**src/rtl/pipe_stage_skid.sv**
```systemverilog
// Pipeline-boundary register with valid/ready handshake and a one-deep skid entry.
// Outputs come straight from the main register; in_ready depends only on registered state.
module pipe_stage_skid #(
  parameter int CTRL_W              = 2,
  parameter int DATA_W              = 69,
  parameter bit ZERO_DATA_ON_BUBBLE = 1'b0
) (
  input  logic              clk,
  input  logic              rst,
  input  logic              flush,
  input  logic              in_valid,
  output logic              in_ready,
  input  logic [CTRL_W-1:0] in_ctrl,
  input  logic [DATA_W-1:0] in_data,
  output logic              out_valid,
  input  logic              out_ready,
  output logic [CTRL_W-1:0] out_ctrl,
  output logic [DATA_W-1:0] out_data,
  output logic [1:0]        occupancy
);

  logic              main_valid;
  logic [CTRL_W-1:0] main_ctrl;
  logic [DATA_W-1:0] main_data;
  logic              skid_valid;
  logic [CTRL_W-1:0] skid_ctrl;
  logic [DATA_W-1:0] skid_data;
  logic              in_fire;
  logic              out_fire;

  assign in_ready  = !skid_valid;
  assign in_fire   = in_valid & in_ready;
  assign out_fire  = main_valid & out_ready;

  assign out_valid = main_valid;
  assign out_ctrl  = main_ctrl;
  assign out_data  = main_data;
  assign occupancy = {1'b0, main_valid} + {1'b0, skid_valid};

  always_ff @(posedge clk or posedge rst) begin
    if (rst) begin
      main_valid <= 1'b0;
      main_ctrl  <= '0;
      main_data  <= '0;
      skid_valid <= 1'b0;
      skid_ctrl  <= '0;
      skid_data  <= '0;
    end else if (flush) begin
      main_valid <= 1'b0;
      main_ctrl  <= '0;
      skid_valid <= 1'b0;
      skid_ctrl  <= '0;
      if (ZERO_DATA_ON_BUBBLE) begin
        main_data <= '0;
        skid_data <= '0;
      end
    end else if (!main_valid) begin
      // Skid is never occupied while main is empty, so only the input can fill main.
      if (in_fire) begin
        main_valid <= 1'b1;
        main_ctrl  <= in_ctrl;
        main_data  <= in_data;
      end else begin
        main_ctrl <= '0;
        if (ZERO_DATA_ON_BUBBLE) main_data <= '0;
      end
    end else if (out_fire && skid_valid) begin
      main_ctrl  <= skid_ctrl;
      main_data  <= skid_data;
      skid_valid <= 1'b0;
      skid_ctrl  <= '0;
      if (ZERO_DATA_ON_BUBBLE) skid_data <= '0;
    end else if (out_fire) begin
      if (in_fire) begin
        main_ctrl <= in_ctrl;
        main_data <= in_data;
      end else begin
        main_valid <= 1'b0;
        main_ctrl  <= '0;
        if (ZERO_DATA_ON_BUBBLE) main_data <= '0;
      end
    end else if (in_fire) begin
      // Downstream stalled with main full: park the beat in the skid entry.
      skid_valid <= 1'b1;
      skid_ctrl  <= in_ctrl;
      skid_data  <= in_data;
    end
  end

endmodule
```
**config.mk**
```make
export PLATFORM = sky130hd
export DESIGN_NAME = pipe_stage_skid
export DESIGN_NICKNAME = d
export VERILOG_FILES = /design/src/rtl/pipe_stage_skid.sv
export SDC_FILE = /design/constraint.sdc
export NUM_CORES = 1
export LEC_CHECK = 0
export ABC_CLOCK_PERIOD_IN_PS = 3900
export BUFFER_PORTS_ARGS = -buffer_cell sky130_fd_sc_hd__buf_2
export CORE_MARGIN = 1
export CORE_UTILIZATION = 35
export CTS_CLUSTER_SIZE = 10
export DETAILED_ROUTE_END_ITERATION = 10
export PLACE_DENSITY = 0.7
export SYNTH_ARGS = -nofsm -noshare
export SYNTH_HDL_FRONTEND = slang
export SYNTH_SLANG_ARGS = --single-unit
```
**constraint.sdc**
```tcl
create_clock -name clk -period 3.9 [get_ports clk]
set_input_delay 0.39 -clock clk [delete_from_list [all_inputs] [get_ports clk]]
set_output_delay 0.39 -clock clk [all_outputs]
set_load 0.005 [all_outputs]
```
Word-level counts from Yosys, hierarchy flattened:

Index checks and enable logic that the tools add are counted.

* bits in registers: 144
* latch bits: 0
* bits in writable memories: 0
* bits in read-only memories: 0
* input bits: 76
* output and inout port bits: 75
* logic and storage cells: 46
* memories: 0

* $add $sub $neg: 1
* multipliers: 0
* divide/modulo/power cells: 0
* magnitude comparators: 0
* eq/ne operators: 3
* shift-type cells: 0
* muxes and demuxes: 24
* bitwise logic cells: 5
* reductions and logical operators: 7

Operators by type and width (count)
* $mux W69: 4
* $mux W2: 10
* $mux W1: 10
* $reduce_and A5 Y1: 1
* $ne A4 B2 Y1 const B: 1
* $ne A3 B1 Y1 const B: 1
* $ne A3 B2 Y1 const B: 1
* $not A1 Y1: 3
* $reduce_and A3 Y1: 1
* $reduce_bool A3 Y1: 1
* $add A1 B1 Y2: 1
* $and A1 B1 Y1: 2
* $reduce_and A2 Y1: 1
* $reduce_bool A2 Y1: 1
* $logic_and A1 B1 Y1: 1
* $logic_not A1 Y1: 1

Longest topological paths before layout:

* depth after elaboration: 7
* gate-level depth with buffers: 7
* gate-level depth less buffers: 3

Worst setup path before layout:

OpenSTA, ideal clock, no wires.

* path kind: reg2reg
* start point: register main_valid (netlist: out_valid)
* end point: register skid_data[27]
* setup time: 0.125 ns
* data arrival time: 1.650 ns
* data required time: 3.775 ns
* path slack: 2.125 ns
* stages on the path, launching flop included: 8
* buffers on the path: 4
* clock period less this slack: 1.775 ns
* cells stage by stage: dfrtp_1 -> clkbuf_2 -> nor2b_1 -> buf_2 -> nand3b_2 -> buf_2 -> buf_4 -> mux2_2

* cells in the longest elaborated chain, start to end: 4
* elaborated cells on any way between the ends: 5
* those cells by class: bitwise (3); reduce/logical (2)

RTL lines
* start, declared: RTL line 22 `logic main_valid;`
* start signal, assigned: RTL line 42 `main_valid <= 1'b0;`
* start signal, assigned: RTL line 49 `main_valid <= 1'b0;`
* start signal, assigned: RTL line 60 `main_valid <= 1'b1;`
* $and A1 B1 Y1: RTL line 33 `assign out_fire = main_valid & out_ready;`
* $logic_and A1 B1 Y1: RTL line 67 `end else if (out_fire && skid_valid) begin`
* $not A1 Y1 (no source line)
* $reduce_and A5 Y1 (no source line) *
* end signal, assigned: RTL line 86 `skid_data <= in_data;`
* end, declared: RTL line 27 `logic [DATA_W-1:0] skid_data;`

Every way passes the cells marked *; elsewhere a longest branch is shown, timed or not.
A chain may end at the register's enable or synchronous reset.

Worst setup path after layout:

* start point: register main_valid (netlist: out_valid)
* end point: register skid_data[12]

The elaborated chain is that of the path after synthesis.

==> run metrics <==
status=complete, no violations; #FFs+latches synth=144; num ports=151; Total Power=4.420 mW; hold depth=2; Cell Area, Synth=5861 um2; RSZ-0062 raised after global routing=no; Hold Path End=skid_data[68]; total gr overflow=0; Worst Reg2Reg Path Length in Cells=4; power per cell area=596.0 nW/um2; Syn. warnings=0; required time of the critical path=4.19 ns; Num CTS Buffers=17; post-synth top area share=0.6149; # Max-Cap Violations=0; clk_skew=0.005573 ns; highest fanout seen on the critical path=38; EDFF count, synth=0; commonest non-fill, non-tap cell in the layout=buf_2; relative slew slack=0.3892; critical path launch point type=flip-flop; largest net degree at the start of global routing=75; hold_sp=in_data[68]; Tmin final=2.800 ns; # H-tree levels=4; layout cell share with drive strength beyond 1=0.4789; synth top area cells=dfrtp_1, mux2_2, a2bb2oi_1; crit path cell chain=nor2b_1, nand3b_4, buf_4, mux2_2; Max Buffers Root-to-Sink=2; post-CTS setup buffer count=0; crit path DAT=3.09 ns; Port Buf Inserts=150; Reg clk slew, reported paths=0.06 ns; placed insts=755; non-filler cells in the finished layout=786; Syn Nets=498; commonest cells after routing, fill and taps aside=buf_2, dfrtp_1, mux2_2, o22ai_1, a2bb2oi_1; drt wl/cell=16.74 um; Fin. Hold Viols=0; fin crit share=0.7180; GR Util All Layers=0.1611; final wirelength=13160 um; # clock sinks=144; critical path's slowest cell=nor2b_1; Placement Cell Area=6799 um2; drt initial violations=105; critical path's largest stage delay=0.78 ns; die area=17270 um2; worst hold path class=in -> reg; fin. max-slew vios=0; Hold Buf Count CTS=0; vias per cell=5.263; DR DRC count=0; number of global-route vias before repair=4408; Synth Instances=421; Rows=46; die width=131.4 um; Leakage=3.343 nW; R2R Path Start=out_valid; Worst Tran Pin Value=0.9144 ns; Post-synth ARST share=1.000; Primary FF master, synth=dfrtp_1; CP Class=reg -> reg; starting density of the core=0.3637; Finish-stage setup viols=0; fill cell count=1486; dpl hpwl=8835 um; reg2reg end=skid_data[12]; Chip Height=131.4 um; Final #Nets=635; CTS tree=done; maximum vdd drop=0.2917 mV; Post-CTS Resized=0; reg2reg setup slack=1.10 ns; Synth cell types=28; initial antenna violation count=0; Vias=4137; Hold Worst Slack=0.2332 ns; Worst setup EP type=flip-flop; router iterations before antenna repair=7; root buffer selected by CTS=clkbuf_16; final setup TNS=0 ns; Core Region=16120 um2; post-synthesis sequential area ratio=0.6149; Antenna Nets Post-Route=0; final instance area=7416 um2; area taken by flip-flops and latches=3603 um2; first-pass GRT wire length=22320 um; n_diodes=0; multi-input combinational cell area=2100 um2; post-synth top area cell=dfrtp_1; Area Overhead vs Synth=26.54%; worst skew pair latency=0.40 ns; RePlAce Congestion=0.7437; Synth Area per Inst=13.92 um2; Max Clock Freq=357.1 MHz
## cells in the mapped netlist, types with 2 or more instances
| library cell | n |
|---|---|
| a21oi_1 | 5 |
| a2bb2oi_1 | 59 |
| a2bb2oi_2 | 10 |
| buf_2 | 15 |
| buf_4 | 2 |
| clkbuf_1 | 21 |
| dfrtp_1 | 144 |
| inv_1 | 3 |
| mux2_2 | 69 |
| nand3_1 | 5 |
| nor2b_1 | 3 |
| o22ai_1 | 69 |
## power breakdown
part / leakage [nW] / switching [mW] / internal (mW)
clock network: 0.299 / 0.597 / 1.07
logic: 1.36 / 0.290 / 0.439
registers: 1.69 / 0.186 / 1.83
total: 3.34 / 1.07 / 3.35
## layer usage
metal	vias to the layer above	global-route usage	wire length, um
met3	15	0.04630	734
met1	2088	0.2039	5846
met2	140	0.2666	6412
met4	0	0.04716	165
met5	-	0	0
li1	1894	-	-
## cells by family (layout without fill, tap and decap cells)
group | count (synthesis) | count (layout) | synth area share
mux | 69 | 69 | 0.1326
compound gates | 149 | 149 | 0.2003
fa+ha+maj | 1 | 1 | 0.002135
flops | 144 | 144 | 0.6149
simple gates | 15 | 15 | 0.01665
buf+inv | 43 | 192 | 0.03352
## registers in the layout (all words and copies together), names as in the netlist
register    flops
out_ctrl        2
out_data       69
out_valid       1
skid_ctrl       2
skid_data      69
skid_valid      1
## per-stage QoR
| stage | setup WS (ns) | util |
|---|---|---|
| final | 1.100 | 0.4602 |
| after global routing | 0.9306 | 0.4602 |
| after CTS | 1.097 | 0.4602 |
| after detailed placement | 1.118 | 0.4219 |
| after global placement | 1.302 | 0.4219 |
| after floorplan | 1.705 | - |
## area by class of cell
type / count / area share
multi-input cells: 234 / 0.2831
inverters: 3 / 0.002025
well taps: 216 / 0.03644
repair buffers: 158 / 0.1093
flip-flops and latches: 144 / 0.4859
clock inverters: 8 / 0.01738
clock buffers: 23 / 0.06580
## how the worst max path moves through the flow
stage	from	to	slack, ns	cells after the start
6_report	out_valid	skid_data[12]	1.10	4
5_1_grt	out_valid	skid_data[21]	0.93	4
4_1_cts	out_valid	skid_data[12]	1.10	4
3_5_place_dp	out_valid	skid_data[12]	1.12	4
3_3_place_gp	out_ready	skid_data[14]	1.30	5
2_1_floorplan	rst	out_ctrl[0]	1.70	1
## worst max-delay path, delay by kind of cell (launching register included)
kind | cells | cell delay, ns
buffers and inverters | 1 | 0.46
DFF | 1 | 0.53
muxes | 1 | 0.33
and+or+nand+nor | 2 | 1.32
Note: power is estimated with default switching activity, not from simulation.
